--- src/rtl/muldiv_pkg.sv ---
// Shared op codes, FSM state encoding and op-decode helpers for the multiply/divide unit.
package muldiv_pkg;

    // ALUControl codes as produced by the main decoder
    localparam logic [3:0] OP_MUL   = 4'b0100;
    localparam logic [3:0] OP_UMULL = 4'b0110;
    localparam logic [3:0] OP_SMULL = 4'b1000;
    localparam logic [3:0] OP_UDIV  = 4'b0111;
    localparam logic [3:0] OP_SDIV  = 4'b1001;

    // FSM state encoding
    localparam logic [1:0] ST_IDLE = 2'd0;
    localparam logic [1:0] ST_CALC = 2'd1;
    localparam logic [1:0] ST_FIX  = 2'd2;
    localparam logic [1:0] ST_DONE = 2'd3;

    function automatic logic is_div(input logic [3:0] op);
        return (op == OP_UDIV) || (op == OP_SDIV);
    endfunction

    function automatic logic is_signed(input logic [3:0] op);
        return (op == OP_SMULL) || (op == OP_SDIV);
    endfunction

    function automatic logic is_legal(input logic [3:0] op);
        return (op == OP_MUL) || (op == OP_UMULL) || (op == OP_SMULL) ||
               (op == OP_UDIV) || (op == OP_SDIV);
    endfunction

endpackage

--- src/rtl/muldiv_negate.sv ---
// Conditional two's-complement negation; used both to take magnitudes and to restore signs.
module muldiv_negate #(
    parameter int W = 32
) (
    input  logic         en,
    input  logic [W-1:0] in_val,
    output logic [W-1:0] out_val
);

    // Pass through, or negate when enabled (most-negative value maps onto itself as an unsigned magnitude)
    always_comb begin
        out_val = en ? (~in_val + W'(1)) : in_val;
    end

endmodule

--- src/rtl/muldiv_unit.sv ---
// Iterative one-bit-per-cycle multiply/divide unit: WIDTH iterations plus a sign-fix cycle.
module muldiv_unit
    import muldiv_pkg::*;
#(
    parameter int WIDTH = 32
) (
    input  logic             clk,
    input  logic             reset,
    input  logic             start,
    input  logic [3:0]       op,
    input  logic [WIDTH-1:0] a,
    input  logic [WIDTH-1:0] b,
    output logic             busy,
    output logic             done,
    output logic [WIDTH-1:0] res_lo,
    output logic [WIDTH-1:0] res_hi,
    output logic             div0,
    output logic             illegal
);

    localparam int CNT_W = $clog2(WIDTH);

    logic [1:0]         state_q, state_d;
    logic [CNT_W-1:0]   cnt_q, cnt_d;
    logic [3:0]         op_q, op_d;
    logic               sign_a_q, sign_a_d;
    logic               sign_b_q, sign_b_d;
    logic [WIDTH-1:0]   bmag_q, bmag_d;
    logic [2*WIDTH-1:0] acc_q, acc_d;
    logic [WIDTH-1:0]   res_lo_q, res_lo_d;
    logic [WIDTH-1:0]   res_hi_q, res_hi_d;
    logic               div0_q, div0_d;
    logic               illegal_q, illegal_d;

    logic [WIDTH-1:0]   a_abs, b_abs, quo_fix, rem_fix;
    logic [2*WIDTH-1:0] prod_fix;
    logic [WIDTH:0]     add_sum, rem_shift, rem_diff;

    // Operand magnitudes for signed ops, taken straight from the request inputs
    muldiv_negate #(.W(WIDTH)) u_abs_a (
        .en(is_signed(op) & a[WIDTH-1]), .in_val(a), .out_val(a_abs)
    );
    muldiv_negate #(.W(WIDTH)) u_abs_b (
        .en(is_signed(op) & b[WIDTH-1]), .in_val(b), .out_val(b_abs)
    );

    // Sign restoration applied in the fix cycle
    muldiv_negate #(.W(2*WIDTH)) u_fix_prod (
        .en((op_q == OP_SMULL) & (sign_a_q ^ sign_b_q)), .in_val(acc_q), .out_val(prod_fix)
    );
    muldiv_negate #(.W(WIDTH)) u_fix_quo (
        .en((op_q == OP_SDIV) & (sign_a_q ^ sign_b_q)), .in_val(acc_q[WIDTH-1:0]), .out_val(quo_fix)
    );
    muldiv_negate #(.W(WIDTH)) u_fix_rem (
        .en((op_q == OP_SDIV) & sign_a_q), .in_val(acc_q[2*WIDTH-1:WIDTH]), .out_val(rem_fix)
    );

    // Per-iteration arithmetic: shift-add partial sum and restoring-division trial subtract
    always_comb begin
        add_sum   = {1'b0, acc_q[2*WIDTH-1:WIDTH]} + {1'b0, bmag_q};
        rem_shift = {acc_q[2*WIDTH-1:WIDTH], acc_q[WIDTH-1]};
        rem_diff  = rem_shift - {1'b0, bmag_q};
    end

    // Control FSM and next-state datapath; acc holds {upper, multiplier} or {remainder, dividend/quotient}
    always_comb begin
        state_d   = state_q;
        cnt_d     = cnt_q;
        op_d      = op_q;
        sign_a_d  = sign_a_q;
        sign_b_d  = sign_b_q;
        bmag_d    = bmag_q;
        acc_d     = acc_q;
        res_lo_d  = res_lo_q;
        res_hi_d  = res_hi_q;
        div0_d    = div0_q;
        illegal_d = illegal_q;
        case (state_q)
            ST_IDLE: begin
                if (start) begin
                    op_d      = op;
                    div0_d    = 1'b0;
                    illegal_d = 1'b0;
                    if (!is_legal(op)) begin
                        res_lo_d  = '0;
                        res_hi_d  = '0;
                        illegal_d = 1'b1;
                        state_d   = ST_DONE;
                    end else if (is_div(op) && (b == '0)) begin
                        res_lo_d = '0;
                        res_hi_d = a;
                        div0_d   = 1'b1;
                        state_d  = ST_DONE;
                    end else begin
                        sign_a_d = is_signed(op) & a[WIDTH-1];
                        sign_b_d = is_signed(op) & b[WIDTH-1];
                        bmag_d   = b_abs;
                        acc_d    = {{WIDTH{1'b0}}, a_abs};
                        cnt_d    = '0;
                        state_d  = ST_CALC;
                    end
                end
            end
            ST_CALC: begin
                if (is_div(op_q)) begin
                    if (!rem_diff[WIDTH]) begin
                        acc_d = {rem_diff[WIDTH-1:0], acc_q[WIDTH-2:0], 1'b1};
                    end else begin
                        acc_d = {rem_shift[WIDTH-1:0], acc_q[WIDTH-2:0], 1'b0};
                    end
                end else begin
                    if (acc_q[0]) begin
                        acc_d = {add_sum, acc_q[WIDTH-1:1]};
                    end else begin
                        acc_d = {1'b0, acc_q[2*WIDTH-1:1]};
                    end
                end
                if (cnt_q == CNT_W'(WIDTH - 1)) begin
                    state_d = ST_FIX;
                end else begin
                    cnt_d = cnt_q + CNT_W'(1);
                end
            end
            ST_FIX: begin
                if (is_div(op_q)) begin
                    res_lo_d = quo_fix;
                    res_hi_d = rem_fix;
                end else begin
                    res_lo_d = prod_fix[WIDTH-1:0];
                    res_hi_d = prod_fix[2*WIDTH-1:WIDTH];
                end
                state_d = ST_DONE;
            end
            default: begin
                state_d = ST_IDLE;
            end
        endcase
    end

    // State registers; reset abandons any operation in flight
    always_ff @(posedge clk or negedge reset) begin
        if (!reset) begin
            state_q   <= ST_IDLE;
            cnt_q     <= '0;
            op_q      <= '0;
            sign_a_q  <= 1'b0;
            sign_b_q  <= 1'b0;
            bmag_q    <= '0;
            acc_q     <= '0;
            res_lo_q  <= '0;
            res_hi_q  <= '0;
            div0_q    <= 1'b0;
            illegal_q <= 1'b0;
        end else begin
            state_q   <= state_d;
            cnt_q     <= cnt_d;
            op_q      <= op_d;
            sign_a_q  <= sign_a_d;
            sign_b_q  <= sign_b_d;
            bmag_q    <= bmag_d;
            acc_q     <= acc_d;
            res_lo_q  <= res_lo_d;
            res_hi_q  <= res_hi_d;
            div0_q    <= div0_d;
            illegal_q <= illegal_d;
        end
    end

    assign busy    = (state_q == ST_CALC) || (state_q == ST_FIX);
    assign done    = (state_q == ST_DONE);
    assign res_lo  = res_lo_q;
    assign res_hi  = res_hi_q;
    assign div0    = div0_q;
    assign illegal = illegal_q;

endmodule

--- config.mk ---
export PLATFORM = sky130hd
export DESIGN_NAME = muldiv_unit
export DESIGN_NICKNAME = d
export VERILOG_FILES = /design/src/rtl/muldiv_pkg.sv /design/src/rtl/muldiv_negate.sv /design/src/rtl/muldiv_unit.sv
export SDC_FILE = /design/constraint.sdc
export NUM_CORES = 1
export LEC_CHECK = 0
export ABC_CLOCK_PERIOD_IN_PS = 3800
export CELL_PAD_IN_SITES_DETAIL_PLACEMENT = 2
export CELL_PAD_IN_SITES_GLOBAL_PLACEMENT = 2
export CORE_ASPECT_RATIO = 0.7
export CORE_MARGIN = 5
export CORE_UTILIZATION = 35
export CTS_CLUSTER_SIZE = 10
export DETAILED_ROUTE_END_ITERATION = 6
export GPL_ROUTABILITY_DRIVEN = 0
export PLACE_DENSITY_LB_ADDON = 0.1
export SYNTH_ARGS = -nofsm -noshare
export SYNTH_HDL_FRONTEND = slang
export SYNTH_SLANG_ARGS = --single-unit
--- constraint.sdc ---
create_clock -name clk -period 3.8 [get_ports clk]
set_clock_uncertainty 0.15 [all_clocks]
set_input_delay 0.76 -clock clk [delete_from_list [all_inputs] [get_ports clk]]
set_output_delay 0.76 -clock clk [all_outputs]
set_load 0.05 [all_outputs]
==> results.json <==
{
  "dp_worst_setup_slack_ns": -0.562,
  "path_clk_slew_ns": 0.08,
  "relSlewSlack_pct": 30.5,
  "power_density_mw_per_mm2": 990,
  "syn-cell-area_mm2": 0.0150,
  "die_w_um": 257,
  "first_pass_iters": 7,
  "syn-instance-count": 1924,
  "holdBufCountCts": 0,
  "critPathCaptureType": "register",
  "die_y_um": 183,
  "ys_seq_elements": 175,
  "ir_drop_v": 0.000505,
  "whs_ns": 0.114,
  "drc_errors": 0,
  "dp_cells": 2655,
  "cts_made_buffers": 17,
  "grt_use_met2_pct": 44.1,
  "synth_top_flop_cell": "dfrtp_1",
  "fin_tns_setup_ns": 0,
  "cts_root_buffer": "clkbuf_16",
  "pin_count": 139,
  "cts_buffer_depth": 2,
  "drive_gt1_share_pct": 12.0,
  "hpwl_mm": 51.1,
  "grt_usage_pct": 27.3,
  "core_mm2": 0.0423,
  "cts_sinks": 175,
  "synth-edff-count": 0,
  "clk-insertion-delay-late_ns": 0.47,
  "status": "finished, final reports clean",
  "portBuffers": 138,
  "crit_path_max_fanout": 9,
  "drt_wl_total_mm": 65.8,
  "dieArea_mm2": 0.0470,
  "fin_crit_ns": 3.67,
  "post_synth.cell_area_avg_um2": 7.77,
  "drt-initial-drc-count": 1002,
  "p_leak_nw": 8.05,
  "synthToLayoutAreaGrowth_pct": 24.2,
  "htree_levels": 4,
  "power_mw": 18.4,
  "grt_start_max_net_pins": 65,
  "via_count": 15800,
  "layout.nets": 2274,
  "crit_arrival_ns": 3.85,
  "synthArstFlopShare_pct": 100,
  "rsz0062_at_grt": "no",
  "post_dp_cell_area_mm2": 0.0179,
  "grt_pass1_wl_mm": 102,
  "vias_per_cell": 5.88,
  "grt_antenna_before_repair": 1,
  "num_rows": 63,
  "diodes": 0,
  "synth_nets": 2071,
  "wire_per_inst_um": 24.5,
  "hold_path_class": "input pin to asynchronous set/reset pin",
  "hold_viol": 0,
  "cp-start-kind": "input pin",
  "initial_core_util_pct": 35.4,
  "met3_usage_pct": 4.28,
  "fin_ws_ns": 0.134,
  "ys_seq_area_share_pct": 29.3,
  "fin_util_pct": 44.0,
  "layoutNonFillerInstCount": 2691,
  "design_area_mm2": 0.0186,
  "cts_tree": "yes",
  "grt_pass1_vias": 17100,
  "finalCritPeriodShare_pct": 96.5,
  "max-cap-violations": 0,
  "setup-violations-final": 0,
  "busiest_layer": "met2",
  "synth_warnings": 0,
  "grt-ovfl-total": 0,
  "ant_nets": 0,
  "cp_data_required_time_ns": 3.98,
  "worstMarginPinSlew_ns": 1.04,
  "fill_cells": 4800,
  "path_class": "input pin to register",
  "grtUsageMet1_pct": 39.3,
  "slew_violations": 0,
  "yosysUniqueCellTypes": 81,
  "max_freq_mhz": 273
}
## worst paths after layout
check                                 startpoint                     to  slack, ns  depth (start not counted)
setup / recovery                            b[8]  acc_q[33]$_DFFE_PN0P_       0.13                         10
hold / removal                             reset  bmag_q[3]$_DFFE_PN0P_       0.11                          1
setup reg to reg           acc_q[32]$_DFFE_PN0P_  acc_q[61]$_DFFE_PN0P_       0.16                         12
hold reg to reg            res_hi[3]$_DFFE_PN0P_  res_hi[3]$_DFFE_PN0P_       0.34                          2
max in group asynchronous                  reset   acc_q[3]$_DFFE_PN0P_       2.53                          2
min in group clk           res_hi[3]$_DFFE_PN0P_  res_hi[3]$_DFFE_PN0P_       0.34                          2
## cells in the final DEF, fill, tap and decap left out, types with 40 or more instances in the layout
cell and n:
nand2_1 307, o21ai_0 210, dfrtp_1 175, buf_4 165, clkdlybuf4s50_1 137, a21oi_1 123
nor2_1 102, xnor2_1 84, xor2_1 79, ha_1 71, inv_1 64, nand3_1 44
a21o_1 40
## layout make-up
class | instances | area [µm²] | share of cell area (%)
multi-input cells | 1555 | 9900 | 53.3
flip-flops and latches | 175 | 4380 | 23.6
repair buffers | 312 | 2790 | 15.0
well taps | 552 | 691 | 3.72
clock buffers | 17 | 425 | 2.29
inverters | 66 | 248 | 1.33
clock inverters | 14 | 141 | 0.761
## cells by family after synthesis
kind of cell	count (synthesis)	synth area share [%]
mux	41	2.83
flops	175	29.3
xor+xnor	163	9.55
simple gates	649	20.7
fa+ha+maj	76	6.46
compound gates	626	26.0
buf+inv	194	5.13
## state kept, by name, summed over array words and instances, names as in the netlist
name      cells
sign_a_q      1
res_lo       32
acc_q        64
bmag_q       32
cnt_q         5
sign_b_q      1
illegal       1
op_q          4
res_hi       32
div0          1
state_q       2
## Yosys cell counts (6+ instances only)
master    instances  area, µm²
a31oi_1          29        181
nor3b_1           9       67.6
inv_1            65        244
xor2_1           79        692
nand4_1          12       75.1
o21a_1           14        105
buf_1             8       30.0
o221ai_1         18        158
nand2b_1         14       87.6
a221o_1           7       70.1
a21oi_1         125        626
nand3_1          44        220
ha_1             74        926
mux2_2           10        113
nor2b_1          15       93.8
o21ai_0         212       1060
buf_2            13       65.1
a21o_1           40        300
or3_1            17        106
a211oi_1         18        135
dfrtp_1         175       4380
o41ai_1          16        140
nor2_1          104        390
or2_2             7       43.8
a22oi_1          21        158
o31ai_1          23        173
nor4_1            8       50.1
mux2i_1          31        310
clkbuf_1        103        387
nor3_1           38        190
or4_1            16        120
nand2_1         308       1160
xnor2_1          84        736
a221oi_1          6       52.6
o31a_1            6       52.6
o211ai_1         13       97.6
and2_1           14       87.6
and3_1           12       75.1
o21ai_1          26        130
## layer usage
metal  part of all wire (%)  wire length, µm
met2                     45            29900
met5                  0.011                7
met4                    1.5              961
met1                     49            32100
met3                    4.4             2880
## what timing repair did
item,4_1_cts,5_1_grt
pin swaps,1,1
setup buffers,0,4
gates resized for setup,6,7
cloned,0,1
endpoints found under the setup margin,13,28
## power breakdown
group          total (mW)  switching [mW]  internal [mW]
combinational        12.9            8.28           4.67
sequential           3.62           0.949           2.67
clock                1.83           0.952          0.877
## critical path: stages
cell and delay (ns):
clkdlybuf4s50_1 0.42, or4_1 0.57, or4_1 0.57, nand4bb_4 0.31, a32oi_4 0.32, nor2_1 0.16, nand2_2 0.27, buf_4 0.22
a211o_1 0.12, o211ai_1 0.11
No activity file was read; power rests on OpenSTA's default activity.
